<file path="src/rtl/ivl_uvm_ovl_dec_ctrl_pkg.sv">
// ---------------------------------------------------------------------------
// ivl_uvm_ovl_ctrl_pkg
// Shared types for the ovl_decrement stimulus sequencer: the controller state
// encoding and its enum. No ports.
// ---------------------------------------------------------------------------
package ivl_uvm_ovl_ctrl_pkg;

  localparam logic [1:0] ST_IDLE  = 2'd0;
  localparam logic [1:0] ST_LOAD  = 2'd1;
  localparam logic [1:0] ST_COUNT = 2'd2;
  localparam logic [1:0] ST_DONE  = 2'd3;

  typedef enum logic [1:0] {
    IDLE  = ST_IDLE,
    LOAD  = ST_LOAD,
    COUNT = ST_COUNT,
    DONE  = ST_DONE
  } dec_state_t;

endpackage

</file>
<file path="src/rtl/ivl_uvm_ovl_dec_ctrl_if.sv">
// ---------------------------------------------------------------------------
// ivl_uvm_ovl_dec_ctrl_if
// Bundles the sequencer's run controls and checker-facing outputs.
//   master : stimulus side (drives start/load_val/step/max_steps/pause/abort)
//   slave  : sequencer side (drives expr/chk_enable/busy/done/wrapped)
// ---------------------------------------------------------------------------
interface ivl_uvm_ovl_dec_ctrl_if #(
  parameter int WIDTH = 4,
  parameter int CNT_W = 8
);

  logic             start;
  logic [WIDTH-1:0] load_val;
  logic [WIDTH-1:0] step;
  logic [CNT_W-1:0] max_steps;
  logic             pause;
  logic             abort;
  logic [WIDTH-1:0] expr;
  logic             chk_enable;
  logic             busy;
  logic             done;
  logic             wrapped;

  modport master (
    output start, load_val, step, max_steps, pause, abort,
    input  expr, chk_enable, busy, done, wrapped
  );

  modport slave (
    input  start, load_val, step, max_steps, pause, abort,
    output expr, chk_enable, busy, done, wrapped
  );

endinterface

</file>
<file path="src/rtl/ivl_uvm_ovl_dec_ctrl_step_cnt.sv">
// ---------------------------------------------------------------------------
// ivl_uvm_ovl_step_cnt
// Saturating step counter with a budget match.
//   clk_i, rst_ni : clock, asynchronous active-low reset
//   clr_i         : synchronous clear (start of a run)
//   inc_i         : count one step
//   max_i         : step budget, 0 means unlimited
//   hit_o         : budget reached (never asserted when max_i is 0)
// ---------------------------------------------------------------------------
module ivl_uvm_ovl_step_cnt #(
  parameter int CNT_W = 8
) (
  input  logic             clk_i,
  input  logic             rst_ni,
  input  logic             clr_i,
  input  logic             inc_i,
  input  logic [CNT_W-1:0] max_i,
  output logic             hit_o
);

  logic [CNT_W-1:0] cnt_q;

  always_ff @(posedge clk_i or negedge rst_ni) begin
    if (!rst_ni) begin
      cnt_q <= '0;
    end else if (clr_i) begin
      cnt_q <= '0;
    end else if (inc_i && (cnt_q != {CNT_W{1'b1}})) begin
      // Holds at all-ones instead of wrapping back to zero.
      cnt_q <= cnt_q + CNT_W'(1);
    end
  end

  assign hit_o = (max_i != '0) && (cnt_q == max_i);

endmodule

</file>
<file path="src/rtl/ivl_uvm_ovl_dec_ctrl.sv">
// ---------------------------------------------------------------------------
// ivl_uvm_ovl_dec_ctrl
// Drives a down-counting test expression into an ovl_decrement checker and
// qualifies it with chk_enable, which is dropped on every cycle where expr
// changes by anything other than a legal decrement (load, saturate, wrap).
//   clock : rising-edge clock
//   reset : asynchronous active-low reset
//   bus   : slave side of ivl_uvm_ovl_dec_ctrl_if (run controls in,
//           expr/chk_enable/busy/done/wrapped out, all registered)
// Parameters: WIDTH (expr width), CNT_W (budget/counter width),
//             WRAP (0 = saturate at zero, 1 = wrap modulo 2^WIDTH).
// ---------------------------------------------------------------------------
module ivl_uvm_ovl_dec_ctrl
  import ivl_uvm_ovl_ctrl_pkg::*;
#(
  parameter int WIDTH = 4,
  parameter int CNT_W = 8,
  parameter int WRAP  = 0
) (
  input  logic                  clock,
  input  logic                  reset,
  ivl_uvm_ovl_dec_ctrl_if.slave bus
);

  dec_state_t       state_q, state_d;
  logic [WIDTH-1:0] expr_q, expr_d;
  logic [WIDTH-1:0] load_q, load_d;
  logic [WIDTH-1:0] step_q, step_d;
  logic [CNT_W-1:0] max_q, max_d;
  logic             chk_q, chk_d;
  logic             busy_q, busy_d;
  logic             done_q, done_d;
  logic             wrap_q, wrap_d;
  logic             cnt_clr, cnt_inc, cnt_hit;

  ivl_uvm_ovl_step_cnt #(.CNT_W(CNT_W)) u_step_cnt (
    .clk_i  (clock),
    .rst_ni (reset),
    .clr_i  (cnt_clr),
    .inc_i  (cnt_inc),
    .max_i  (max_q),
    .hit_o  (cnt_hit)
  );

  always_comb begin
    state_d = state_q;
    expr_d  = expr_q;
    load_d  = load_q;
    step_d  = step_q;
    max_d   = max_q;
    chk_d   = chk_q;
    busy_d  = busy_q;
    done_d  = 1'b0;
    wrap_d  = 1'b0;
    cnt_clr = 1'b0;
    cnt_inc = 1'b0;
    unique case (state_q)
      IDLE: begin
        chk_d  = 1'b0;
        busy_d = 1'b0;
        if (bus.start) begin
          // Run parameters are captured here so later input changes cannot
          // disturb a run in progress.
          load_d  = bus.load_val;
          step_d  = bus.step;
          max_d   = bus.max_steps;
          cnt_clr = 1'b1;
          busy_d  = 1'b1;
          state_d = LOAD;
        end
      end
      LOAD: begin
        // Jump to the start value is not a decrement: keep the checker off.
        expr_d  = load_q;
        chk_d   = 1'b0;
        state_d = COUNT;
      end
      COUNT: begin
        if (bus.abort) begin
          chk_d   = 1'b0;
          busy_d  = 1'b0;
          state_d = IDLE;
        end else if ((expr_q == '0) || cnt_hit) begin
          chk_d   = 1'b0;
          busy_d  = 1'b0;
          done_d  = 1'b1;
          state_d = DONE;
        end else if (bus.pause) begin
          // A held value is a legal step for the checker.
          chk_d = 1'b1;
        end else if (expr_q >= step_q) begin
          expr_d  = expr_q - step_q;
          chk_d   = 1'b1;
          cnt_inc = 1'b1;
        end else begin
          // Underflow: the change is not a plain decrement, so mask it.
          chk_d   = 1'b0;
          cnt_inc = 1'b1;
          if (WRAP != 0) begin
            expr_d = expr_q - step_q;
            wrap_d = 1'b1;
          end else begin
            expr_d = '0;
          end
        end
      end
      DONE: begin
        chk_d   = 1'b0;
        busy_d  = 1'b0;
        state_d = IDLE;
      end
      default: state_d = IDLE;
    endcase
  end

  always_ff @(posedge clock or negedge reset) begin
    if (!reset) begin
      state_q <= IDLE;
      expr_q  <= '0;
      load_q  <= '0;
      step_q  <= '0;
      max_q   <= '0;
      chk_q   <= 1'b0;
      busy_q  <= 1'b0;
      done_q  <= 1'b0;
      wrap_q  <= 1'b0;
    end else begin
      state_q <= state_d;
      expr_q  <= expr_d;
      load_q  <= load_d;
      step_q  <= step_d;
      max_q   <= max_d;
      chk_q   <= chk_d;
      busy_q  <= busy_d;
      done_q  <= done_d;
      wrap_q  <= wrap_d;
    end
  end

  assign bus.expr       = expr_q;
  assign bus.chk_enable = chk_q;
  assign bus.busy       = busy_q;
  assign bus.done       = done_q;
  assign bus.wrapped    = wrap_q;

endmodule

</file>
<file path="src/flat_wrapper.sv">
// flat-port wrapper written by rule: the top's interface ports become plain ports
module ivl_uvm_ovl_dec_ctrl_flat import ivl_uvm_ovl_ctrl_pkg::*;
#(
  parameter int WIDTH = 4,
  parameter int CNT_W = 8,
  parameter int WRAP  = 0
)
  (clock, reset, bus_start, bus_load_val, bus_step, bus_max_steps, bus_pause, bus_abort, bus_expr, bus_chk_enable, bus_busy, bus_done, bus_wrapped);
  ivl_uvm_ovl_dec_ctrl_if #(.WIDTH(WIDTH), .CNT_W(CNT_W)) bus_i ();
  input  logic clock;
  input  logic reset;
  input wire logic [$bits(bus_i.start)-1:0] bus_start;
  input wire logic [$bits(bus_i.load_val)-1:0] bus_load_val;
  input wire logic [$bits(bus_i.step)-1:0] bus_step;
  input wire logic [$bits(bus_i.max_steps)-1:0] bus_max_steps;
  input wire logic [$bits(bus_i.pause)-1:0] bus_pause;
  input wire logic [$bits(bus_i.abort)-1:0] bus_abort;
  output wire logic [$bits(bus_i.expr)-1:0] bus_expr;
  output wire logic [$bits(bus_i.chk_enable)-1:0] bus_chk_enable;
  output wire logic [$bits(bus_i.busy)-1:0] bus_busy;
  output wire logic [$bits(bus_i.done)-1:0] bus_done;
  output wire logic [$bits(bus_i.wrapped)-1:0] bus_wrapped;
  assign bus_i.start = bus_start;
  assign bus_i.load_val = bus_load_val;
  assign bus_i.step = bus_step;
  assign bus_i.max_steps = bus_max_steps;
  assign bus_i.pause = bus_pause;
  assign bus_i.abort = bus_abort;
  assign bus_expr = bus_i.expr;
  assign bus_chk_enable = bus_i.chk_enable;
  assign bus_busy = bus_i.busy;
  assign bus_done = bus_i.done;
  assign bus_wrapped = bus_i.wrapped;
  ivl_uvm_ovl_dec_ctrl #(.WIDTH(WIDTH), .CNT_W(CNT_W), .WRAP(WRAP)) u_core (.clock(clock), .reset(reset), .bus(bus_i));
endmodule
</file>
<file path="config.mk">
export PLATFORM = sky130hd
export DESIGN_NAME = ivl_uvm_ovl_dec_ctrl_flat
export DESIGN_NICKNAME = d
export VERILOG_FILES = /design/src/rtl/ivl_uvm_ovl_dec_ctrl_pkg.sv /design/src/rtl/ivl_uvm_ovl_dec_ctrl_if.sv /design/src/rtl/ivl_uvm_ovl_dec_ctrl_step_cnt.sv /design/src/rtl/ivl_uvm_ovl_dec_ctrl.sv /design/src/flat_wrapper.sv
export SDC_FILE = /design/constraint.sdc
export NUM_CORES = 1
export LEC_CHECK = 0
export CAP_MARGIN = 40
export CORE_AREA = 2 2 81 83
export DETAILED_ROUTE_END_ITERATION = 16
export DIE_AREA = 0 0 83 85
export SLEW_MARGIN = 20
export SYNTH_ARGS = -nofsm -noshare
export SYNTH_HDL_FRONTEND = slang
export SYNTH_HIERARCHICAL = 1
export SYNTH_SLANG_ARGS = --single-unit
</file>
<file path="constraint.sdc">
create_clock -name clock -period 6.65 [get_ports clock]
set_input_delay 1.33 -clock clock [delete_from_list [all_inputs] [get_ports clock]]
set_output_delay 1.33 -clock clock [all_outputs]
set_load 0.01 [all_outputs]
</file>
==> Word level (Yosys, flattened, before mapping) <==
Cells that the tools add are included.
{ "word_totals": {"ff_bits": 33, "in_bits": 21, "out_inout_bits": 8, "wordCells": 64} }
{ "op_classes": {"add_sub_neg": 2, "magnitude_cmp": 1, "eq_ne": 10, "n_mux": 28, "reduce_logical": 14} }
{ "ops": {"columns": ["cell", "n"], "rows": [
  ["4-bit two-way mux", 4],
  ["8-bit two-way mux", 2],
  ["1-bit two-way mux", 15],
  ["8-bit by 1-bit adder with 8-bit output, second input constant", 1],
  ["8-bit equality test", 1],
  ["2-bit != test, second input constant", 4],
  ["8-bit != test, second input constant", 1],
  ["2-bit case mux with 4 select lines", 1],
  ["4-bit case mux with 2 select lines", 1],
  ["8-bit nonzero test", 1],
  ["2-bit two-way mux", 3],
  ["2-bit AND reduction", 3],
  ["2-bit equality test, second input constant", 2],
  ["4-bit greater-or-equal comparator", 1],
  ["4-bit zero test", 1],
  ["4-bit AND reduction", 1],
  ["2-bit nonzero test", 2],
  ["4-bit subtractor", 1],
  ["3-bit by 2-bit != test with 1-bit output, second input constant", 1],
  ["1-bit case mux with 3 select lines", 1],
  ["3-bit nonzero test", 1],
  ["3-bit OR reduction", 1],
  ["2-bit by 1-bit equality test with 1-bit output, second input constant", 1],
  ["1-bit logical AND", 2],
  ["3 further kinds", 3]
]} }

==> Longest topological paths before layout <==
{ "logic_depth": {"ltp_word": 9, "mapped_depth": 9, "ltp_nobuf": 8} }

==> Modules after synthesis <==
Netlist, hierarchy kept.
{ "by_module_without_submodules": {"columns": ["mod", "n_inst", "cells_each", "area_each_um2", "seq_area_each_um2"], "rows": [
  ["ivl_uvm_ovl_dec_ctrl", 1, 102, 1239.9, 625.6],
  ["ivl_uvm_ovl_step_cnt", 1, 60, 570.5, 200.2]
]} }

==> Worst setup path after synthesis <==
OpenSTA, ideal clock, no wires.
{ "synth_path": {"path_kind": "input-to-reg", "startpoint": "input bus_abort", "endpoint": "register u_core.u_step_cnt.cnt_q[5]", "setup_ps": 136, "t_arrival_ps": 2536, "t_required_ps": 6514, "path_slack_ps": 3978, "path_stages": 6, "n_path_buf": 1, "cell_sequence": "or2_2 > nor4_1 > buf_2 > nand3_1 > a2111oi_0 > nor3b_1"} }
{ "synth_via": {"elab_chain_len": 4} }
{ "synth_rtl": {"columns": ["element", "line_no", "rtl"], "rows": [
  ["start: declaration", "flat_wrapper.sv:17", "input wire logic [$bits(bus_i.abort)-1:0] bus_abort;"],
  ["1-bit two-way mux", "ivl_uvm_ovl_dec_ctrl.sv:79", "if (bus.abort) begin"],
  ["1-bit two-way mux", "ivl_uvm_ovl_dec_ctrl.sv:57", "unique case (state_q)"],
  ["named net u_core.cnt_inc", "ivl_uvm_ovl_dec_ctrl.sv:34", "logic cnt_clr, cnt_inc, cnt_hit;"],
  ["1-bit logical AND", "ivl_uvm_ovl_dec_ctrl_step_cnt.sv:28", "end else if (inc_i && (cnt_q != {CNT_W{1'b1}})) begin"],
  ["2-bit nonzero test (no source line)", null, null],
  ["end signal: assignment", "ivl_uvm_ovl_dec_ctrl_step_cnt.sv:30", "cnt_q <= cnt_q + CNT_W'(1);"],
  ["end: declaration", "ivl_uvm_ovl_dec_ctrl_step_cnt.sv:21", "logic [CNT_W-1:0] cnt_q;"]
]} }
The timed path passes the listed nets, and every way through them passes these cells.
A chain may end at the register's enable or synchronous reset.

==> Worst setup path after layout <==
Same ends and word-level chain as after synthesis.

==> insert_results.sql <==
INSERT INTO impl_metrics (metric_group, metric, value, unit) VALUES
('setup_path', 'worstPathMaxFanout', '5', ''),
('grt', 'global_route.usage.met2', '16.7', '%'),
('timing', 'worst_slew_margin_rel', '56.1', '%'),
('grt', 'grt_use_total', '11.6', '%'),
('timing', 'period_minus_slack', '3280', 'ps'),
('power', 'worst_ir_drop_vdd', '0.161', 'mV'),
('clock_tree', 'tritoncts_num_sinks', '33', ''),
('yosys', 'postSynthNetCount', '189', ''),
('detailed_routing', 'via_count', '1345', ''),
('outcome', 'outcome', 'complete, no violations', ''),
('job', 'cap_viol_max_count', '0', ''),
('timing', 'skew', '6.13', 'ps'),
('detailed_routing', 'drt-vias-per-instance', '4.96', ''),
('final_layout', 'layout_commonest_cell', 'sky130_fd_sc_hd__dfrtp_1', ''),
('setup_path', 'cells_along_the_critical_path', 'clkdlybuf4s50_1 -> or2_2 -> nor4_1 -> nand3_1 -> a2111oi_0 -> nor3b_1', ''),
('final_layout', 'area_growth_syn_to_layout', '26.0', '%'),
('final_layout', 'sequential_cell_area', '826', 'um2'),
('timing', 'timing_max_transition_violations_final', '0', ''),
('detailed_routing', 'detail_route.wl_per_cell', '14.0', 'um'),
('detailed_routing', 'post_detailed_route_count_of_antenna_violating_nets', '0', ''),
('setup_path', 'critical_path_arrival', '3440', 'ps'),
('grt', 'top_usage_layer', 'met2', ''),
('setup_path', 'crit_path_start_kind', 'primary input', ''),
('floorplanning', 'die_height', '85', 'um'),
('timing', 'fmaxAchievable', '305', 'MHz'),
('power', 'pwr_density_cell', '404', 'mW/mm2'),
('yosys', 'portion_of_the_post_synthesis_area_used_by_sequential_elements', '45.6', '%'),
('setup_path', 'timing_worst_setup_path_type', 'in -> reg', ''),
('timing', 'final.setup.tns', '0', 'ps'),
('timing', 'unrepaired_setup_endpoints_after_global_routing', 'no', ''),
('detailed_routing', 'total_wire_length_after_detailed_routing', '3790', 'um'),
('setup_path', 'cpMaxStageDelayCell', 'sky130_fd_sc_hd__nor4_1', ''),
('timing', 'finalCritPeriodShare', '49.4', '%'),
('setup_path', 'critical_path.endpoint_type', 'flop', ''),
('clock_tree', 'cts_resized', '0', ''),
('power', 'static-leakage-power', '0.969', 'nW'),
('yosys', 'synth_cell_type_count', '48', ''),
('clock_tree', 'postCtsSetupBuffers', '0', ''),
('floorplanning', 'dieArea', '0.00706', 'mm2'),
('clock_tree', 'buffer_cell_driving_the_clock_tree_root', 'sky130_fd_sc_hd__clkbuf_8', ''),
('floorplanning', 'io-pin-count', '29', ''),
('grt', 'maximum_number_of_pins_on_one_net_before_global_route_repair', '34', ''),
('timing', 'worst-slew-pin-transition', '653', 'ps'),
('placed_design', 'hpwlAfterDp', '2770', 'um'),
('grt', 'grt_first_pass_wirelength', '6530', 'um'),
('yosys', 'postSynth.topFlopCell', 'sky130_fd_sc_hd__dfrtp_1', ''),
('final_layout', 'final_layout_size_suffix_gt1_share', '18.6', '%'),
('detailed_routing', 'drc', '0', ''),
('final_layout', 'final_net_count', '220', ''),
('yosys', 'synth_async_sr_flop_share', '100', '%'),
('yosys', 'synth_warnings', '6', ''),
('yosys', 'synth_register_bits', '33', ''),
('yosys', 'postSynthCellCount', '162', ''),
('setup_path', 'slowest_delay', '510', 'ps'),
('placed_design', 'io_buffers', '27', ''),
('final_layout', 'antenna_cells', '0', ''),
('final_layout', 'fill_cell_total_of_the_finished_layout', '623', ''),
('clock_tree', 'tritoncts_clock_tree', 'yes', ''),
('placed_design', 'gpl.final_weighted_congestion', '0.802', ''),
('clock_tree', 'max-clock-path-buffers', '2', ''),
('yosys', 'synthesis.area_per_instance', '11.2', 'um2'),
('yosys', 'synth_edf_count', '0', ''),
('detailed_routing', 'drtIter0Drc', '56', ''),
('clock_tree', 'tritoncts.num_buffers', '5', ''),
('final_layout', 'most-common-layout-cells', 'sky130_fd_sc_hd__dfrtp_1 (33), sky130_fd_sc_hd__clkdlybuf4s50_1 (27), sky130_fd_sc_hd__mux2_2 (13)', ''),
('yosys', 'syn-cell-area', '0.00181', 'mm2'),
('clock_tree', 'clk_latency', '290', 'ps'),
('setup_path', 'cp_data_required_time', '6800', 'ps'),
('clock_tree', 'clkSlewWorstSetupHoldPaths', '70', 'ps'),
('final_layout', 'multiInputGateArea', '922', 'um2'),
('placed_design', 'dp_worst_setup_slack', '3080', 'ps');
power breakdown:
group	total, mW	switching, mW	internal (mW)
combinational	0.374	0.167	0.206
sequential	0.349	0.0732	0.275
clock	0.198	0.0759	0.122
total	0.920	0.316	0.604
final cells by class:
cell class                 instances  share of cell area [%]
clock buffer                       7                    3.78
sequential                        33                    36.2
clock inverter                     1                    1.32
multi-input combinational        115                    40.4
timing repair buffer              30                    12.7
inverter                           8                    1.32
tap                               77                    4.22
worst paths after layout:
check	slack, ps	cells past startpoint	from	endpoint
hold reg to reg	510	1	u_core/load_q[2]	u_core/load_q[2]
setup reg to reg	3770	8	u_core/max_q[0]	u_core/u_step_cnt/cnt_q[5]
max in group asynchronous	4900	2	reset	u_core/bus.expr[1]
setup / recovery	3370	6	bus_abort	u_core/u_step_cnt/cnt_q[5]
hold / removal	510	1	u_core/load_q[2]	u_core/load_q[2]
min in group asynchronous	1450	2	reset	u_core/bus.chk_enable
state kept, by name, summed over array words and instances (netlist names):
| register | count |
|---|---|
| u_core/bus.chk_enable | 1 |
| u_core/u_step_cnt/cnt_q | 8 |
| u_core/bus.expr | 4 |
| u_core/step_q | 4 |
| u_core/bus.done | 1 |
| u_core/bus.busy | 1 |
| u_core/max_q | 8 |
| u_core/load_q | 4 |
| u_core/state_q | 2 |
worst max-delay path, delay by kind of cell:
kind                   cells  cell delay [ps]
AOI/OAI and AO/OA          1              460
and+or+nand+nor            4             1190
buffers and inverters      1              450
metrics by stage:
step	power, mW	utilization, %	instances	hold slack [ps]	instance area, um2
after detailed placement	0.730	34.9	263	503	2160
after CTS	0.933	36.8	271	520	2280
final	0.920	36.8	271	515	2280
after global routing	0.995	36.8	271	530	2280
after global placement	0.725	34.8	262	496	2160
after floorplan	0.612	-	162	480	1810
metal layers:
metal / vias to the layer above / wire length (um)
li1: 657 / -
met3: 7 / 134
met5: - / 0
met4: 0 / 83
met2: 24 / 1650
met1: 657 / 1920
cell usage after synthesis (all sizes together) (3+ instances only):
library cell / n / share of area, %
inv: 8 / 1.7
nor2b: 3 / 1.0
o21ai: 6 / 1.7
nor3: 7 / 1.9
a21oi: 9 / 2.5
buf: 6 / 2.1
a21boi: 3 / 1.7
nand2b: 4 / 1.4
nor2: 7 / 1.5
nor4: 4 / 2.2
xor2: 8 / 3.9
ha: 5 / 3.5
mux2: 14 / 8.9
nand2: 7 / 1.5
dfrtp: 33 / 46
a2bb2oi: 3 / 1.5
cell families after synthesis:
group	synth area share [%]
flip-flops	45.6
XOR/XNOR	3.87
adder cells (fa/ha/maj)	4.56
other	0.207
AO/OA/AOI/OAI	14.8
AND/OR/NAND/NOR	17.2
buffers and inverters	3.73
multiplexers	10.0
(Power assumes the default switching activity.)
